`config.mk`:
```
export PLATFORM = sky130hd
export DESIGN_NAME = fetch_buffered_flat
export DESIGN_NICKNAME = d
export VERILOG_FILES = /design/src/rtl/fetch_pkg.sv /design/src/rtl/fetch_if.sv /design/src/rtl/fetch_queue.sv /design/src/rtl/fetch_buffered.sv /design/src/flat_wrapper.sv
export SDC_FILE = /design/constraint.sdc
export NUM_CORES = 1
export LEC_CHECK = 0
export BUFFER_PORTS_ARGS = -buffer_cell sky130_fd_sc_hd__buf_2
export CAP_MARGIN = 20
export CORE_MARGIN = 1
export CORE_UTILIZATION = 56
export CTS_BUF_LIST = sky130_fd_sc_hd__clkbuf_16
export DETAILED_ROUTE_END_ITERATION = 7
export GPL_TIMING_DRIVEN = 0
export PLACE_DENSITY = 0.8
export SKIP_CTS_REPAIR_TIMING = 1
export SLEW_MARGIN = 30
export SYNTH_ARGS = -nofsm -noshare
export SYNTH_HDL_FRONTEND = slang
export SYNTH_SLANG_ARGS = --single-unit
```
`constraint.sdc`:
```
create_clock -name clk -period 5.3 [get_ports clk]
set_clock_uncertainty 0.05 [all_clocks]
set_input_delay 1.06 -clock clk [delete_from_list [all_inputs] [get_ports clk]]
set_output_delay 1.06 -clock clk [all_outputs]
set_load 0.01 [all_outputs]
```
`src/rtl/fetch_pkg.sv`:
```
// Shared defaults and types for the buffered fetch stage.
package fetch_pkg;

  localparam int FETCH_ADDR_W = 64;
  localparam int FETCH_INST_W = 32;
  localparam logic [63:0] EXC_VECTOR_DEFAULT = 64'hD8;

  typedef struct packed {
    logic [FETCH_ADDR_W-1:0] pc;
    logic [FETCH_INST_W-1:0] inst;
  } fetch_entry_t;

endpackage

```
`src/rtl/fetch_if.sv`:
```
// Instruction-memory request/response and decode handshake bundle for fetch.
interface fetch_if
  import fetch_pkg::*;
#(
  parameter int ADDR_W = FETCH_ADDR_W,
  parameter int INST_W = FETCH_INST_W
);

  logic              imem_req_valid;
  logic              imem_req_ready;
  logic [ADDR_W-1:0] imem_req_addr;
  logic              imem_rsp_valid;
  logic [INST_W-1:0] imem_rsp_data;
  logic              inst_valid_D;
  logic              inst_ready_D;
  logic [INST_W-1:0] inst_D;
  logic [ADDR_W-1:0] pc_D;

  // Fetch side
  modport master (
    output imem_req_valid, imem_req_addr, inst_valid_D, inst_D, pc_D,
    input  imem_req_ready, imem_rsp_valid, imem_rsp_data, inst_ready_D
  );

  // Memory / decode side
  modport slave (
    input  imem_req_valid, imem_req_addr, inst_valid_D, inst_D, pc_D,
    output imem_req_ready, imem_rsp_valid, imem_rsp_data, inst_ready_D
  );

endinterface

```
`src/rtl/fetch_queue.sv`:
```
// Three-pointer fetch buffer: alloc reserves a slot at request time, fill writes
// the returning instruction in order, rd pops to decode.
module fetch_queue
  import fetch_pkg::*;
#(
  parameter int DEPTH  = 4,
  parameter int ADDR_W = FETCH_ADDR_W,
  parameter int INST_W = FETCH_INST_W,
  parameter int PTR_W  = $clog2(DEPTH) + 1
) (
  input  logic              clk,
  input  logic              reset,
  input  logic              flush,
  input  logic              alloc_en,
  input  logic [ADDR_W-1:0] alloc_pc,
  input  logic              fill_en,
  input  logic [INST_W-1:0] fill_inst,
  input  logic              pop_en,
  output logic [PTR_W-1:0]  occupancy,
  output logic              head_valid,
  output logic [ADDR_W-1:0] head_pc,
  output logic [INST_W-1:0] head_inst
);

  localparam int IDX_W = $clog2(DEPTH);

  logic [PTR_W-1:0]  alloc_q, alloc_d;
  logic [PTR_W-1:0]  fill_q, fill_d;
  logic [PTR_W-1:0]  rd_q, rd_d;
  logic [ADDR_W-1:0] pc_mem   [DEPTH];
  logic [INST_W-1:0] inst_mem [DEPTH];

  always_comb begin
    alloc_d = alloc_q;
    fill_d  = fill_q;
    rd_d    = rd_q;
    if (flush) begin
      alloc_d = '0;
      fill_d  = '0;
      rd_d    = '0;
    end else begin
      if (alloc_en) alloc_d = alloc_q + PTR_W'(1);
      if (fill_en)  fill_d  = fill_q + PTR_W'(1);
      if (pop_en)   rd_d    = rd_q + PTR_W'(1);
    end
  end

  always_ff @(posedge clk) begin
    if (reset) begin
      alloc_q <= '0;
      fill_q  <= '0;
      rd_q    <= '0;
    end else begin
      alloc_q <= alloc_d;
      fill_q  <= fill_d;
      rd_q    <= rd_d;
    end
  end

  // Payload storage carries no reset; pointers alone define what is live.
  always_ff @(posedge clk) begin
    if (alloc_en && !flush) pc_mem[alloc_q[IDX_W-1:0]] <= alloc_pc;
    if (fill_en && !flush)  inst_mem[fill_q[IDX_W-1:0]] <= fill_inst;
  end

  assign occupancy  = alloc_q - rd_q;
  assign head_valid = (fill_q != rd_q);
  assign head_pc    = pc_mem[rd_q[IDX_W-1:0]];
  assign head_inst  = inst_mem[rd_q[IDX_W-1:0]];

endmodule

```
`src/rtl/fetch_buffered.sv`:
```
// Fetch stage with PC/redirect control, valid/ready imem port with in-order
// variable-latency responses, and a DEPTH-entry queue decoupling decode.
module fetch_buffered
  import fetch_pkg::*;
#(
  parameter int                ADDR_W     = FETCH_ADDR_W,
  parameter int                INST_W     = FETCH_INST_W,
  parameter int                DEPTH      = 4,
  parameter int                INST_BYTES = 4,
  parameter logic [ADDR_W-1:0] RESET_PC   = '0,
  parameter logic [ADDR_W-1:0] EXC_VECTOR = ADDR_W'(EXC_VECTOR_DEFAULT)
) (
  input  logic              clk,
  input  logic              reset,
  input  logic              EProc_F,
  input  logic              PCSrc_F,
  input  logic [ADDR_W-1:0] PCBranch_F,
  output logic [ADDR_W-1:0] NextPC_F,
  fetch_if.master           bus
);

  localparam int PTR_W = $clog2(DEPTH) + 1;
  // Stale responses from repeated redirects can outnumber the queue depth.
  localparam int CNT_W = PTR_W + 2;

  logic [ADDR_W-1:0] pc_q, pc_d;
  logic [CNT_W-1:0]  outstanding_q, outstanding_d;
  logic [CNT_W-1:0]  drop_cnt_q, drop_cnt_d;

  logic              redirect;
  logic              req_valid, req_fire;
  logic              inst_valid, pop_fire;
  logic              dropping, rsp_keep;
  logic [ADDR_W-1:0] pc_plus, next_pc;
  logic [PTR_W-1:0]  occupancy;
  logic              head_valid;
  logic [ADDR_W-1:0] head_pc;
  logic [INST_W-1:0] head_inst;

  always_comb begin
    redirect   = EProc_F | PCSrc_F;
    pc_plus    = pc_q + ADDR_W'(INST_BYTES);
    req_valid  = !reset && !redirect && (occupancy < PTR_W'(DEPTH));
    req_fire   = req_valid && bus.imem_req_ready;
    inst_valid = !reset && !redirect && head_valid;
    pop_fire   = inst_valid && bus.inst_ready_D;
    dropping   = (drop_cnt_q != '0);
    rsp_keep   = bus.imem_rsp_valid && !dropping && !redirect;

    next_pc = pc_q;
    if (redirect)      next_pc = EProc_F ? EXC_VECTOR : PCBranch_F;
    else if (req_fire) next_pc = pc_plus;
    pc_d = reset ? RESET_PC : next_pc;

    outstanding_d = outstanding_q + CNT_W'(req_fire) - CNT_W'(bus.imem_rsp_valid);

    // Everything still in flight at a redirect is stale, minus this cycle's arrival.
    drop_cnt_d = drop_cnt_q;
    if (redirect)
      drop_cnt_d = outstanding_q - CNT_W'(bus.imem_rsp_valid);
    else if (bus.imem_rsp_valid && dropping)
      drop_cnt_d = drop_cnt_q - CNT_W'(1);
  end

  always_ff @(posedge clk) begin
    if (reset) begin
      pc_q          <= RESET_PC;
      outstanding_q <= '0;
      drop_cnt_q    <= '0;
    end else begin
      pc_q          <= pc_d;
      outstanding_q <= outstanding_d;
      drop_cnt_q    <= drop_cnt_d;
    end
  end

  fetch_queue #(
    .DEPTH  (DEPTH),
    .ADDR_W (ADDR_W),
    .INST_W (INST_W),
    .PTR_W  (PTR_W)
  ) u_queue (
    .clk        (clk),
    .reset      (reset),
    .flush      (redirect),
    .alloc_en   (req_fire),
    .alloc_pc   (pc_q),
    .fill_en    (rsp_keep),
    .fill_inst  (bus.imem_rsp_data),
    .pop_en     (pop_fire),
    .occupancy  (occupancy),
    .head_valid (head_valid),
    .head_pc    (head_pc),
    .head_inst  (head_inst)
  );

  assign NextPC_F           = pc_d;
  assign bus.imem_req_valid = req_valid;
  assign bus.imem_req_addr  = pc_q;
  assign bus.inst_valid_D   = inst_valid;
  assign bus.inst_D         = head_inst;
  assign bus.pc_D           = head_pc;

endmodule
```
`src/flat_wrapper.sv`:
```
// flat-port wrapper written by rule: the top's interface ports become plain ports
module fetch_buffered_flat import fetch_pkg::*;
#(
  parameter int                ADDR_W     = FETCH_ADDR_W,
  parameter int                INST_W     = FETCH_INST_W,
  parameter int                DEPTH      = 4,
  parameter int                INST_BYTES = 4,
  parameter logic [ADDR_W-1:0] RESET_PC   = '0,
  parameter logic [ADDR_W-1:0] EXC_VECTOR = ADDR_W'(EXC_VECTOR_DEFAULT)
)
  (clk, reset, EProc_F, PCSrc_F, PCBranch_F, NextPC_F, bus_imem_req_valid, bus_imem_req_addr, bus_inst_valid_D, bus_inst_D, bus_pc_D, bus_imem_req_ready, bus_imem_rsp_valid, bus_imem_rsp_data, bus_inst_ready_D);
  fetch_if #(.ADDR_W(ADDR_W), .INST_W(INST_W)) bus_i ();
  input  logic clk;
  input  logic reset;
  input  logic EProc_F;
  input  logic PCSrc_F;
  input  logic [ADDR_W-1:0] PCBranch_F;
  output logic [ADDR_W-1:0] NextPC_F;
  output wire logic [$bits(bus_i.imem_req_valid)-1:0] bus_imem_req_valid;
  output wire logic [$bits(bus_i.imem_req_addr)-1:0] bus_imem_req_addr;
  output wire logic [$bits(bus_i.inst_valid_D)-1:0] bus_inst_valid_D;
  output wire logic [$bits(bus_i.inst_D)-1:0] bus_inst_D;
  output wire logic [$bits(bus_i.pc_D)-1:0] bus_pc_D;
  input wire logic [$bits(bus_i.imem_req_ready)-1:0] bus_imem_req_ready;
  input wire logic [$bits(bus_i.imem_rsp_valid)-1:0] bus_imem_rsp_valid;
  input wire logic [$bits(bus_i.imem_rsp_data)-1:0] bus_imem_rsp_data;
  input wire logic [$bits(bus_i.inst_ready_D)-1:0] bus_inst_ready_D;
  assign bus_imem_req_valid = bus_i.imem_req_valid;
  assign bus_imem_req_addr = bus_i.imem_req_addr;
  assign bus_inst_valid_D = bus_i.inst_valid_D;
  assign bus_inst_D = bus_i.inst_D;
  assign bus_pc_D = bus_i.pc_D;
  assign bus_i.imem_req_ready = bus_imem_req_ready;
  assign bus_i.imem_rsp_valid = bus_imem_rsp_valid;
  assign bus_i.imem_rsp_data = bus_imem_rsp_data;
  assign bus_i.inst_ready_D = bus_inst_ready_D;
  fetch_buffered #(.ADDR_W(ADDR_W), .INST_W(INST_W), .DEPTH(DEPTH), .INST_BYTES(INST_BYTES), .RESET_PC(RESET_PC), .EXC_VECTOR(EXC_VECTOR)) u_core (.clk(clk), .reset(reset), .EProc_F(EProc_F), .PCSrc_F(PCSrc_F), .PCBranch_F(PCBranch_F), .NextPC_F(NextPC_F), .bus(bus_i));
endmodule
```
==> impl_metrics.yaml <==
status:
  outcome: "complete, no violations"
drt:
  drc: 0
  num_vias: 12700
  ant_nets: 0
  drt-pass1-iter-count: 5
  routedWlPerCell_microns: 24.8
  viasPerCell: 6.21
  routed_wl_microns: 50700
  drtIter0Drc: 1415
power_and_ir_drop:
  p_total_w: 0.00803
  ir_drop_uv: 281
  pwr_density_cell_nw_per_um2: 349
  p_leak_nw: 7.98
logic_synthesis:
  synth.distinct_cells: 44
  syn_area_sq_um: 19000
  synth_area_per_cell_sq_um: 16.2
  synth_nets: 1296
  synthArstFlopShare: 0
  synth_edf_count: 384
  synth_seq_cells: 469
  ys_dominant_reg_cell: "edfxtp_1"
  yosysWarnings: 0
  synth_top_area_cell: "edfxtp_1"
  yosysSeqAreaShare: 0.696
  ys_top_cells_by_area: "edfxtp_1 61%, mux4_2 11%, dfxtp_1 8.9%"
  syn_inst: 1171
  synthDominantCellAreaShare: 0.606
setup_path:
  cp_slowest_cell: "nor3_1"
  start_kind: "flop"
  crit_fanout: 10
  r2r_start: "u_core.u_queue.rd_q[1]"
  critPathBufInv: 1
  cpPeakStageDelay_ns: 0.72
  cp_top_family: "simple AND/OR/NAND/NOR gates"
  cp_data_required_time_ns: 4.19
  endpoint_kind: "output pin"
  cp.arrival_ns: 3.87
  path_class: "reg2out"
  crit_path_start: "u_core.bus.imem_req_addr[11]"
  crit_chain: "and3_1 > nand4_2 > nor3_1 > nand4_1 > or3_1 > a31oi_1 > buf_2"
timing:
  tightest_slew_ns: 0.864
  max_freq_mhz: 201
  rsz0062_at_grt: "no"
  holdWs_ns: 0.480
  setup_viol: 0
  timing.final.crit_share: 0.939
  final_max_slew_viol_count: 0
  period_minus_slack_ns: 4.98
  slew_headroom: 0.424
  hold_viol_final: 0
  layout_setup_ws_ns: 0.323
grt:
  overflow: 0
  grt_max_degree: 36
  grt_usage: 0.293
  antenna_found_initial: 7
  first_global_vias: 11800
  grt_pass1_wl_microns: 72900
flow_run:
  max_cap_violations: 0
clock_network:
  cts_made_buffers: 47
  cts_tree: "yes"
  cts_sinks: 469
  cts_root_buffer: "clkbuf_16"
  clk-insertion-delay-late_ns: 0.57
  clockBufferDepth: 3
  clkTransAtPathRegs_ns: 0.06
  cts_max_level: 2
die:
  core-area_sq_um: 33400
  start_util: 0.569
  ios: 329
  die_area_sq_um: 34700
  die-height_microns: 186
  rows: 67
  fp.dieW_microns: 186
place:
  place.gp.congestion: 0.925
  dpl_worst_slack_ns: 0.443
  dp_hpwl_microns: 34500
  dpl_cell_area_sq_um: 21400
  dp_cells: 1953
  port_buffers: 326
final_layout:
  stdcell_area_sq_um: 23000
  layoutNonFillerInstCount: 2045
  drive_above_1_share: 0.331
  fillers: 2235
  syn_to_final_growth_pct: 20.9
  final_nets: 1679
hold_path:
  hp-start: "u_core.u_queue.alloc_q[1]"
  worst_hold_path_type: "reg2reg"
[registers in the layout, summed over array words and instances, names as in the netlist, named ones only]
register                  count
u_core.bus.imem_req_addr     64
u_core.u_queue.alloc_q        3
u_core.drop_cnt_q             5
u_core.u_queue.inst_mem     128
u_core.outstanding_q          5
u_core.u_queue.rd_q           3
u_core.u_queue.pc_mem       256
u_core.u_queue.fill_q         3
[cells in the final DEF (no fill, tap or decap), drive strengths merged, types with 13 or more instances in the layout]
cell	Yosys	final
xor2	37	37
xnor2	32	32
inv	26	46
nand4	36	36
a21oi	92	92
and2	13	13
nor2	42	42
mux4	96	96
o21ai	62	62
ha	21	21
edfxtp	384	384
nand2	26	26
nand3	29	29
clkbuf	47	98
nor4	19	19
a31oi	25	25
buf	17	347
dfxtp	85	85
[worst min-delay path: stages, from the launching register on]
cell and delay (ns):
dfxtp_1 0.35, nand2_1 0.07, a21oi_1 0.06
[through the flow]
step | util | setup TNS [ns]
2_1_floorplan | - | 0
3_5_place_dp | 0.640 | 0
6_report | 0.687 | 0
5_1_grt | 0.687 | 0
3_3_place_gp | 0.634 | -195.24
4_1_cts | 0.687 | 0
[area by class of cell]
cell class                 instances  area (sq um)  area share
inverter                          26          97.6     0.00425
buffer                            64           251      0.0109
multi-input combinational        612          5470       0.238
clock buffer                      47          1180      0.0512
tap                              448           561      0.0244
timing repair buffer             334          1790      0.0780
sequential                       469         13200       0.576
clock inverter                    40           395      0.0172
antenna                            5          12.5    0.000544
[cells in the mapped netlist (3+ instances only)]
cell type  count
edfxtp_1     384
mux4_2        96
a21oi_1       92
dfxtp_1       85
o21ai_0       62
clkbuf_1      47
nor2_1        42
xor2_1        37
nand4_1       34
xnor2_1       32
nand3_1       29
nand2_1       26
a31oi_1       25
inv_1         25
ha_1          21
nor4_1        17
and2_1        13
buf_1         12
or3_1         10
a211oi_1       8
a221oi_1       8
and3_1         8
nor3_1         8
or4_1          6
buf_2          5
o31ai_1        5
mux2i_1        4
nor2b_1        4
or2_2          4
and4_1         3
[power by group]
group	total (W)	leakage (nW)	internal, W	switching (W)
logic	0.000487	3.02	0.000195	0.000292
registers	0.00414	4.14	0.00405	0.0000938
clock network	0.00340	0.822	0.00201	0.00139
[kinds of logic (layout without fill, tap and decap cells)]
kind of cell / after synthesis / after routing / synth area share
buffers and inverters: 90 / 511 / 0.0181
AOI/OAI and AO/OA: 207 / 207 / 0.0611
muxes: 100 / 100 / 0.116
and+or+nand+nor: 214 / 214 / 0.0624
adders and majority gates: 22 / 22 / 0.0149
other: 0 / 5 / 0
DFF: 469 / 469 / 0.696
xor gates and xnor gates: 69 / 69 / 0.0318
[metal layers]
metal	routed length, microns	global-route usage
met1	19900	0.405
met2	23900	0.452
met3	4750	0.0596
met4	2130	0.135
met5	18	0
[worst paths after layout]
| check | slack [ns] | end | depth (start not counted) |
|---|---|---|---|
| setup / recovery | 0.32 | NextPC_F[50] | 7 |
| hold / removal | 0.48 | u_core.u_queue.alloc_q[1] | 2 |
| setup reg to reg | 1.77 | u_core.outstanding_q[4] | 13 |
| hold reg to reg | 0.48 | u_core.u_queue.alloc_q[1] | 2 |
Power figures use the tool's default switching activity.
